File: config.mk
export PLATFORM = sky130hd
export DESIGN_NAME = uart_tx_ctrl
export DESIGN_NICKNAME = d
export VERILOG_FILES = /design/src/rtl/uart_tx_ctrl.sv
export SDC_FILE = /design/constraint.sdc
export NUM_CORES = 1
export LEC_CHECK = 0
export CORE_UTILIZATION = 53
export CTS_BUF_LIST = sky130_fd_sc_hd__clkbuf_16
export DETAILED_ROUTE_END_ITERATION = 16
export MAX_ROUTING_LAYER = met4
export PLACE_DENSITY = 0.87
export SLEW_MARGIN = 20
export SYNTH_ARGS = -nofsm -noshare
export SYNTH_HDL_FRONTEND = slang
export SYNTH_SLANG_ARGS = --single-unit
File: constraint.sdc
create_clock -name clk -period 3 [get_ports clk]
set_input_delay 0.6 -clock clk [delete_from_list [all_inputs] [get_ports clk]]
set_output_delay 0.6 -clock clk [all_outputs]
set_load 0.01 [all_outputs]
File: src/rtl/uart_tx_ctrl.sv
// UART transmit controller: accepts a parallel byte, serializes it LSB first with
// optional parity, and drives the line-mux select once per baud tick.
module uart_tx_ctrl #(
   parameter int unsigned DATA_WIDTH = 8
) (
   input  logic                  clk,
   input  logic                  rst,
   input  logic                  tick,
   input  logic [DATA_WIDTH-1:0] p_data,
   input  logic                  data_valid,
   input  logic                  par_en,
   input  logic                  par_typ,
   output logic [1:0]            mux_sel,
   output logic                  ser_data,
   output logic                  par_bit,
   output logic                  busy,
   output logic                  data_ack
);

   localparam int unsigned   CW   = (DATA_WIDTH > 1) ? $clog2(DATA_WIDTH) : 1;
   localparam logic [CW-1:0] LAST = CW'(DATA_WIDTH - 1);

   localparam logic [1:0] MUX_START  = 2'd0;
   localparam logic [1:0] MUX_STOP   = 2'd1;
   localparam logic [1:0] MUX_DATA   = 2'd2;
   localparam logic [1:0] MUX_PARITY = 2'd3;

   typedef enum logic [2:0] {
      S_IDLE,
      S_START,
      S_DATA,
      S_PARITY,
      S_STOP
   } state_t;

   state_t                state, state_nxt;
   logic [DATA_WIDTH-1:0] shreg, shreg_nxt;
   logic [CW-1:0]         cnt, cnt_nxt;
   logic                  par_en_q, par_en_nxt;
   logic                  par_bit_nxt;
   logic                  ack_nxt;
   logic [1:0]            mux_nxt;
   logic                  busy_nxt;

   assign ser_data = shreg[0];

   // State and datapath registers; mux_sel/busy are registered decodes of the next state.
   always_ff @(posedge clk) begin
      if (rst) begin
         state    <= S_IDLE;
         shreg    <= '0;
         cnt      <= '0;
         par_en_q <= 1'b0;
         par_bit  <= 1'b0;
         data_ack <= 1'b0;
         mux_sel  <= MUX_STOP;
         busy     <= 1'b0;
      end else begin
         state    <= state_nxt;
         shreg    <= shreg_nxt;
         cnt      <= cnt_nxt;
         par_en_q <= par_en_nxt;
         par_bit  <= par_bit_nxt;
         data_ack <= ack_nxt;
         mux_sel  <= mux_nxt;
         busy     <= busy_nxt;
      end
   end

   // Next-state and datapath update; everything holds on non-tick cycles.
   always_comb begin
      state_nxt   = state;
      shreg_nxt   = shreg;
      cnt_nxt     = cnt;
      par_en_nxt  = par_en_q;
      par_bit_nxt = par_bit;
      ack_nxt     = 1'b0;

      if (tick) begin
         case (state)
            S_IDLE, S_STOP: begin
               if (data_valid) begin
                  state_nxt   = S_START;
                  shreg_nxt   = p_data;
                  cnt_nxt     = '0;
                  par_en_nxt  = par_en;
                  par_bit_nxt = (^p_data) ^ par_typ;
                  ack_nxt     = 1'b1;
               end else begin
                  state_nxt = S_IDLE;
               end
            end
            S_START: state_nxt = S_DATA;
            S_DATA: begin
               if (cnt == LAST) begin
                  state_nxt = par_en_q ? S_PARITY : S_STOP;
               end else begin
                  shreg_nxt = shreg >> 1;
                  cnt_nxt   = cnt + CW'(1);
               end
            end
            S_PARITY: state_nxt = S_STOP;
            default:  state_nxt = S_IDLE;
         endcase
      end

      case (state_nxt)
         S_START:  mux_nxt = MUX_START;
         S_DATA:   mux_nxt = MUX_DATA;
         S_PARITY: mux_nxt = MUX_PARITY;
         default:  mux_nxt = MUX_STOP;
      endcase
      busy_nxt = (state_nxt != S_IDLE);
   end

endmodule

; Word-level counts from Yosys, hierarchy flattened
; Cells that the tools add are included.
[classes]
bitwise = 3
n_eq_ne = 10
n_mux = 13
n_reduce_logical = 8
add_sub_neg = 1
[ops]
columns = op, count
row1 = two-way mux 8 bit, 2
row2 = case mux 8 bit (2 select lines), 1
row3 = two-way mux 3 bit, 5
row4 = == test 3 x 2 -> 1 bit (second input constant), 4
row5 = case mux 3 bit (4 select lines), 1
row6 = parity 8 bit, 1
row7 = == test 3 x 1 -> 1 bit (second input constant), 2
row8 = == test 3 bit (second input constant), 2
row9 = case mux 2 bit (3 select lines), 1
row10 = case mux 3 bit (2 select lines), 1
row11 = != test 2 bit (second input constant), 2
row12 = AND reduction 4 bit, 1
row13 = adder 3 x 1 -> 3 bit (second input constant), 1
row14 = zero test 3 bit, 1
row15 = AND reduction 3 bit, 1
row16 = nonzero test 3 bit, 1
row17 = OR reduction 3 bit, 1
row18 = two-way mux 1 bit, 2
row19 = NOT 1 bit, 2
row20 = nonzero test 2 bit, 1
row21 = OR reduction 2 bit, 1
row22 = XOR 1 bit, 1
[totals]
ff_bits = 20
output_inout_bits = 6
wordCells = 43
in_bits = 14

; Longest topological paths before layout
; Gate-level depths: netlist of run 1.
[depth]
depth_word = 6
ltp_mapped = 8
depth_no_buf = 7

; Worst setup path after synthesis of run 1
; No wires, ideal clock.
[synth_path]
kind = input to register
start = in data_valid
end = reg mux_sel[0]
cell_stages = 5
path_buffers = 0
t_required_ns = 2.873
slack_ns = 1.445
arrival_ns = 1.428
setup_ns = 0.127
path_cell_list = nand2b_2 a21boi_0 o22ai_2 xnor2_1 or3_1
[synth_between]
elab_chain_len = 5
word_cells_on_any_way = 7
classes_between = eq/ne (3) / mux (4)
[synth_rtl]
columns = element, line
row1 = from (decl), 10  ; input logic data_valid,
row2 = two-way mux 1 bit (*), 82  ; if (data_valid) begin
row3 = case mux 3 bit (4 select lines) (*), 80  ; case (state)
row4 = two-way mux 3 bit (*), 79  ; if (tick) begin
row5 = == test 3 x 2 -> 1 bit or == test 3 x 1 -> 1 bit (tied branches), 107  ; case (state_nxt)
row6 = case mux 2 bit (3 select lines) (*), 107
row7 = to (signal assigned), 65  ; mux_sel <= mux_nxt;
row8 = to (decl), 13  ; output logic [1:0] mux_sel,
; Mark *: on every way between the ends. The rest lies on a longest branch, timed or not.
; A chain may end at the register's enable or synchronous reset.

; Final worst setup path of run 1
[layout_path]
start = in tick
end = reg mux_sel[0]
[layout_between]
elab_chain_len = 3
word_cells_on_any_way = 5
classes_between = eq/ne (3) / mux (2)
[layout_rtl]
columns = element, line
row1 = from (decl), 8  ; input logic tick,
row2 = two-way mux 3 bit (*), 79
row3 = == test 3 x 2 -> 1 bit or == test 3 x 1 -> 1 bit (tied branches), 107
row4 = case mux 2 bit (3 select lines) (*), 107
; Marked as above.

==> results of run 1 <==
## final timing paths
path	end	depth (start not counted)
max reg2reg	mux_sel[0]	7
min reg2reg	cnt[2]	2
min	cnt[2]	2
max	mux_sel[0]	5
## per-stage QoR
stage | hold slack [ns] | worst slack, ns | power, mW | instances | util [%]
after global routing | 0.503 | 0.933 | 0.731 | 148 | 73.3
after global placement | 0.458 | 0.854 | 0.434 | 144 | 68.7
after CTS | 0.481 | 1.04 | 0.705 | 148 | 73.3
after detailed placement | 0.471 | 0.777 | 0.439 | 144 | 68.7
after floorplan | 0.445 | 1.44 | 0.388 | 103 | -
final | 0.481 | 1.03 | 0.699 | 148 | 73.3
## flip-flops by register name (all words and copies together) (netlist names)
register / flops
shreg: 8
cnt: 3
state: 3
mux_sel: 2
busy: 1
data_ack: 1
par_bit: 1
par_en_q: 1
## critical path: cells and delay by family
| kind | cells | cell delay (ns) |
|---|---|---|
| simple gates | 1 | 0.29 |
| compound gates | 2 | 0.46 |
| xor+xnor | 1 | 0.14 |
| buf+inv | 1 | 0.60 |
## area by class of cell
class / count / area share, %
clock buffer: 3 / 5.99
clock inverter: 1 / 0.300
inverter: 2 / 0.599
multi-input combinational: 76 / 42.3
sequential: 20 / 32.0
tap: 25 / 2.50
timing repair buffer: 21 / 16.4
## placed cells by master, fill, tap and decap left out, drive strengths merged
master         Yosys  layout
nor2              12      12
and2               1       1
nand3              2       2
clkdlybuf4s50      0      19
and2b              1       1
inv                2       2
nor3               2       2
a21oi              7       7
dfxtp             20      20
o31ai              1       1
o22a               1       1
ha                 2       2
clkinv             0       1
a31oi              1       1
or3                1       1
xnor2              6       6
nand2              5       5
nand2b             8       8
clkbuf             1       3
nor2b              1       1
nor3b              1       1
nand3b             2       2
o21ai              3       3
mux2i              7       7
o22ai              2       2
a211oi             7       7
xor2               1       1
a21boi             1       1
xnor3              1       1
buf                4       2
## power by group
group	switching, mW	internal [mW]	leakage [nW]	total (mW)
logic	0.0600	0.0756	0.245	0.136
clock network	0.0892	0.177	0.0385	0.266
registers	0.0111	0.286	0.164	0.297
## logic make-up (layout without fill, tap and decap cells)
logic type      Yosys count  after routing  synth area share (%)
mux                       7              7                  7.28
buf+inv                   7             27                  3.38
flops                    20             20                  41.6
simple gates             36             36                  20.3
compound gates           23             23                  16.1
fa+ha+maj                 2              2                  2.60
xor+xnor                  8              8                  8.71
## routing by layer
metal	vias to the layer above	global-route usage [%]	share of wire [%]
met5	-	-	0
met4	0	10.9	2.0
met3	5	3.67	4.0
met2	25	36.8	50
met1	362	25.2	44
li1	398	-	-
## cells in the mapped netlist, types with 2 or more instances
library cell	n	area, µm²
sky130_fd_sc_hd__nand3b_1	2	15.0
sky130_fd_sc_hd__inv_1	2	7.51
sky130_fd_sc_hd__a211oi_1	7	52.6
sky130_fd_sc_hd__ha_1	2	25.0
sky130_fd_sc_hd__nand2b_1	7	43.8
sky130_fd_sc_hd__o21ai_0	2	10.0
sky130_fd_sc_hd__mux2i_1	7	70.1
sky130_fd_sc_hd__nand3_1	2	10.0
sky130_fd_sc_hd__dfxtp_1	20	400
sky130_fd_sc_hd__nor2_1	11	41.3
sky130_fd_sc_hd__nor3_1	2	10.0
sky130_fd_sc_hd__nand2_1	5	18.8
sky130_fd_sc_hd__xnor2_1	6	52.6
sky130_fd_sc_hd__a21oi_1	6	30.0
sky130_fd_sc_hd__buf_2	2	10.0
==> impl_results.md, run 1 <==
- Required time at the endpoint of the critical path: 3.13 ns
- Pin count of the biggest net entering global routing: 23
- Biggest cell delay along the critical path: ~0.60 ns
- Antenna-violating nets left: 0
- Floorplan core area: 0.00171 mm²
- Min-delay src: cnt[2]
- Ordered list of cells on the worst path: clkdlybuf4s50_1 > a21boi_0 > o22ai_2 > xnor2_1 > or3_1
- Number of buffers inserted during clock tree synthesis: 3
- Max capacitance violation total: 0
- Detailed-route DRC error count: 0
- Post-synthesis to final-layout area growth: 30.2%
- Die area: 0.00199 mm²
- Unrepaired setup endpoints after global routing: false
- Total power per unit cell area: approximately 560 mW/mm²
- Register area: 400 µm²
- First-pass GRT wire length: approximately 3000 µm
- FFs w/ async S/R, synth: 0%
- Buffers from clock root to sink, at most: 2
- Kind of critical path: primary input to flop
- Count of hold-fix buffers inserted at cts: 0
- Detailed-route wire length: ~1900 µm
- Final worst path period need: 1.97 ns
- Startpoint kind of the worst setup timing path: primary input
- Static leakage power: 0.448 nW
- Number of top-level design ports: 20
- Register-to-register setup slack: 1.27 ns
- Port Buffer Count: 19
- Number of flops mapped to enable cells by yosys: 0
- Post-synthesis cell area: just under 0.001 mm²
- Number of register bits inferred by synthesis: 20
- Post-Synthesis Cells: slightly above 100
- Number of pins exceeding their max-slew limit in the final report: 0
- Worst-path maximum fanout: 8
- Synth cell types: 35
- Avg Cell Area, Syn: slightly above 9 µm²
- Site Rows: 15
- Arr. time, crit path: 2.10 ns
- Final Hold Vio Count: 0
- Final count of negative-setup-slack endpoints: 0
- Aggregate negative setup slack: 0 ns
- Number of filler cells placed in the layout: 130
- Critical path startpoint: tick
- CP max-delay cell: sky130_fd_sc_hd__clkdlybuf4s50_1
- Syn_nets: between 100 and 150
- Register area share after synthesis: roughly two fifths
- Fin crit share: between 60% and 70%
- Relative slew slack: 55.1%
- Run status: completed
- Number of post-CTS setup repair buffers: 0
- Via count of the first global-routing pass: between 700 and 800
- Antenna fix cells: 0
- Transition at the pin with the smallest max-transition slack: ~0.67 ns
- Antenna violations before repair: 0
- Clock tree from TritonCTS: built
- Post-cts repair resize count: 0
- Source-to-sink clock delay at the later pin of the worst-skew pair: roughly 0.25 ns
- Via count: 790
- Post-CTS clock slew at the launch and capture registers of the worst setup and hold paths: 0.05 ns
- Placed Instance Area: between 0.001 and 0.0015 mm²
- Total iterations of the first detailed-routing run: 4
- Height of the die: about 45 µm
- Layout net count: between 100 and 150
- Largest voltage drop on the vdd net: approximately 380 µV
- Via-per-instance ratio: approximately 5.3
- Overall fraction of global-route tracks in use: a little over a fifth
- Deepest level of the CTS H-tree: 1
- Root Buffer: sky130_fd_sc_hd__clkbuf_16
- Iteration-0 DRC count of the detailed router: 15
- Sum of overflow across all layers after global routing: 0
- Layout cell share with drive strength beyond 1: between 8 and 9%
- Average wire length per cell after detail routing: ~13 µm
- Effective utilization at floorplan: 56.3%
- Startpoint of the lowest-slack register-to-register path: cnt[0]
- Type of element capturing the critical path: flop
- Final worst clock skew: about 0.0018 ns
- Die Wd: 44.6 µm
- Final Wtd Congestion: 0.845
- Sinks on the clock net: 20
- Ys flop type: sky130_fd_sc_hd__dfxtp_1
- Combined area of the multi-input logic cells: about 530 µm²
- Max Clk Rate: around 500 MHz
- Final instance area: roughly 0.0013 mm²
- Yosys Warn Count: 0
- Placed wire-length estimate after detailed placement: 1360 µm
- Worst hold path class: flop to flop
No activity file was read; power rests on OpenSTA's default activity.
==> run 2, diff against run 1 <==
- CORE_UTILIZATION: 53 -> 44
- PLACE_DENSITY: 0.87 -> 0.78
- clock period: 3 -> 1.65 ns (I/O delays scaled with it)
==> run 2 against run 1 <==
Against the previous run:
- clock power rose by 84%
- largest cell class unchanged
- cell count rose by 10%
- critical endpoint unchanged
- critical path type unchanged
- total power rose by 89%
- wire length rose by 0.22%
- final area rose by 11%
==> impl_results.md, run 2 (same netlist as run 1, synthesis figures left out) <==
- Combined area of the multi-input logic cells: 544 µm² (+2.8%)
- Antenna fix cells: 0 (unchanged)
- Final Hold Vio Count: 0 (unchanged)
- Final count of negative-setup-slack endpoints: 0 (unchanged)
- Number of buffers inserted during clock tree synthesis: 3 (unchanged)
- Combinational group share of total power: 21.9% (+2.5 points)
- Detailed-route wire length: 1860 µm (+0.22%)
- Total iterations of the first detailed-routing run: 4 (unchanged)
- Critical path depth: 6 (+1)
- Buffers from clock root to sink, at most: 2 (unchanged)
- Final worst path period need: between 1.5 and 2 ns
- Fin crit share: ~97%
- Number of top-level design ports: 20 (unchanged)
- Number of filler cells placed in the layout: 169 (+30%)
- Type of element capturing the critical path: flop
- CP max-delay cell: sky130_fd_sc_hd__clkdlybuf4s50_1
- Post-synthesis to final-layout area growth: 44.3%
- Switching power share of the total: 23.2% (+0.27 points)
- Die area: 0.00238 mm² (+19%)
- Commonest cells after routing, fill and taps aside: sky130_fd_sc_hd__dfxtp_1, sky130_fd_sc_hd__clkdlybuf4s50_1, sky130_fd_sc_hd__buf_4
- Overall fraction of global-route tracks in use: 18.3% (-3.7 points)
- Reg power frac: 41.0% (-1.5 points)
- Effective utilization at floorplan: 48.1% (-8.3 points)
- Min-delay src: shreg[7]
- Average wire length per cell after detail routing: 11.4 µm (-9.0%)
- Most common cell after layout, fill and taps aside: sky130_fd_sc_hd__dfxtp_1
- Deepest level of the CTS H-tree: 1 (unchanged)
- First-pass GRT wire length: 3200 µm (+6.7%)
- Aggregate negative setup slack: 0 ns (unchanged)
- Post-CTS clock slew at the launch and capture registers of the worst setup and hold paths: 0.05 ns (about the same)
- Min-Delay Endpoint: shreg[7]
- Static leakage power: 0.540 nW (+21%)
- Registers with the highest flip-flop counts: shreg: 8 flops, cnt: 3 flops, state: 3 flops
- Kind of critical path: primary input to flop
- Hold-critical path depth: 2 (unchanged)
- Relative slew slack: 77.2% (+22 points)
- Register area: 402 µm² (+0.31%)
- Run status: completed
- Path depth of the worst reg2reg path: 7 (unchanged)
- FF-to-FF End: mux_sel[0]
- Sum of overflow across all layers after global routing: 0 (unchanged)
- Height of the die: 48.8 µm (+9.3%)
- Register-to-register setup slack: 0.06 ns (-1.21 ns)
- Sinks on the clock net: 20 (unchanged)
- Max capacitance violation total: 0 (unchanged)
- Biggest cell delay along the critical path: 0.47 ns (-0.13 ns)
- Transition at the pin with the smallest max-transition slack: 0.338 ns (-0.334 ns)
- Largest voltage drop on the vdd net: 660 µV (+75%)
- Placed wire-length estimate after detailed placement: 1430 µm (+4.4%)
- Iteration-0 DRC count of the detailed router: 10 (-5)
- Place WS: -0.220 ns (-0.997 ns)
- Max Clk Rate: roughly 630 MHz
- Register ranked first by flip-flop count: shreg
- Switching Power: 0.306 mW (+91%)
- Site Rows: 16 (+1)
- Antenna violations before repair: 0 (unchanged)
- Via count: 820 (+3.8%)
- Total power per unit cell area: 949 mW/mm² (+70%)
- Ordered list of cells on the worst path: clkdlybuf4s50_1 > nand2b_2 > o21ai_0 > o22ai_4 > xnor2_1 > or3_1
- Number of flip-flops under the largest register name: 8 (unchanged)
- Internal power: 1.01 mW (+88%)
- Startpoint kind of the worst setup timing path: primary input
- Via-per-instance ratio: 5.03 (-5.8%)
- Pin count of the biggest net entering global routing: 23 (unchanged)
- Final worst clock skew: 0.00101 ns (-0.000823 ns)
- Kind of cell with the highest combined delay on the critical path: buffers and inverters
- Root Buffer: sky130_fd_sc_hd__clkbuf_16
- Detailed-route DRC error count: 0 (unchanged)
- Port Buffer Count: 19 (unchanged)
- Critical path buffer and inverter count: 1 (unchanged)
- Floorplan core area: 0.00200 mm² (+17%)
- Clock tree from TritonCTS: built
- Final Wtd Congestion: 0.772 (-8.7%)
- Worst-path maximum fanout: 3 (-5)
- Unrepaired setup endpoints after global routing: false
- Number of pins exceeding their max-slew limit in the final report: 0 (unchanged)
- Antenna-violating nets left: 0 (unchanged)
- Die Wd: 48.8 µm (+9.3%)
- Required time at the endpoint of the critical path: 1.78 ns (-1.35 ns)
- Layout net count: 153 (+9.3%)
- Worst hold path class: flop to flop
- Crit path setup slack, layout: 0.0502 ns (-0.982 ns)
- Portion of total power attributed to the clock network: 37.1% (-1.0 points)
- Arr. time, crit path: 1.73 ns (-0.37 ns)
- Source-to-sink clock delay at the later pin of the worst-skew pair: 0.25 ns (about the same)
- Layout cell share with drive strength beyond 1: 19.9% (+11 points)
- Startpoint of the lowest-slack register-to-register path: cnt[1]
- Via count of the first global-routing pass: 759 (+6.0%)
==> run 2: power groups by stage <==
stage | Sequential [mW] | Combinational [mW] | Clock, mW
global route | 0.545 | 0.316 | 0.523
finish | 0.541 | 0.288 | 0.489
floorplan | 0.553 | 0.152 | 0
global placement | 0.548 | 0.278 | 0
detailed placement | 0.550 | 0.286 | 0
CTS | 0.540 | 0.287 | 0.496
==> run 2: cell type report <==
type                            count  share of cell area (%)
Timing Repair Buffer               34                    23.2
Inverter                            2                   0.541
Clock inverter                      1                   0.270
Tap cell                           27                    2.43
Clock buffer                        3                    5.41
Multi-Input combinational cell     76                    39.2
Sequential cell                    20                    28.9
==> run 2: worst max path at each step <==
stage / start / endpoint
floorplan: cnt[0] / mux_sel[0]
global placement: tick / mux_sel[0]
detailed placement: tick / mux_sel[0]
CTS: cnt[0] / mux_sel[0]
global route: cnt[0] / shreg[2]
finish: data_valid / mux_sel[0]
==> run 2: routing by layer <==
layer | part of all wire (%) | global-route usage [%] | up-vias
met5 | 0 | - | -
met3 | 4.6 | 4.09 | 4
li1 | - | - | 427
met1 | 45 | 21.2 | 365
met4 | 1.3 | 10.3 | 0
met2 | 49 | 28.9 | 24
==> run 2: through the flow <==
stage	utilization (%)	std cells	area, µm²	hold slack, ns	power, mW
floorplan	-	103	962	0.434	0.705
global placement	64.3	159	1290	0.455	0.826
detailed placement	64.3	159	1290	0.469	0.836
CTS	68.2	163	1370	0.475	1.32
global route	69.4	163	1390	0.496	1.38
finish	69.4	163	1390	0.471	1.32
==> run 2: timing repair <==
action	in CTS	in global routing
endpoints found under the hold margin	0	0
hold buffers	0	0
resized for setup	0	8
setup endpoints to repair	0	3
buffers inserted	0	0
==> run 2: worst min-delay path: cells and delay by family (launching register included) <==
family	cells	cell delay (ns)
DFF	1	0.30
AOI/OAI and AO/OA	1	0.06
and+or+nand+nor	1	0.06
==> run 3, diff against run 2 <==
- CTS_CLUSTER_DIAMETER: not set -> 40
==> results of run 3 <==
No change in the layout: final DEF, timing and power equal those of run 2.
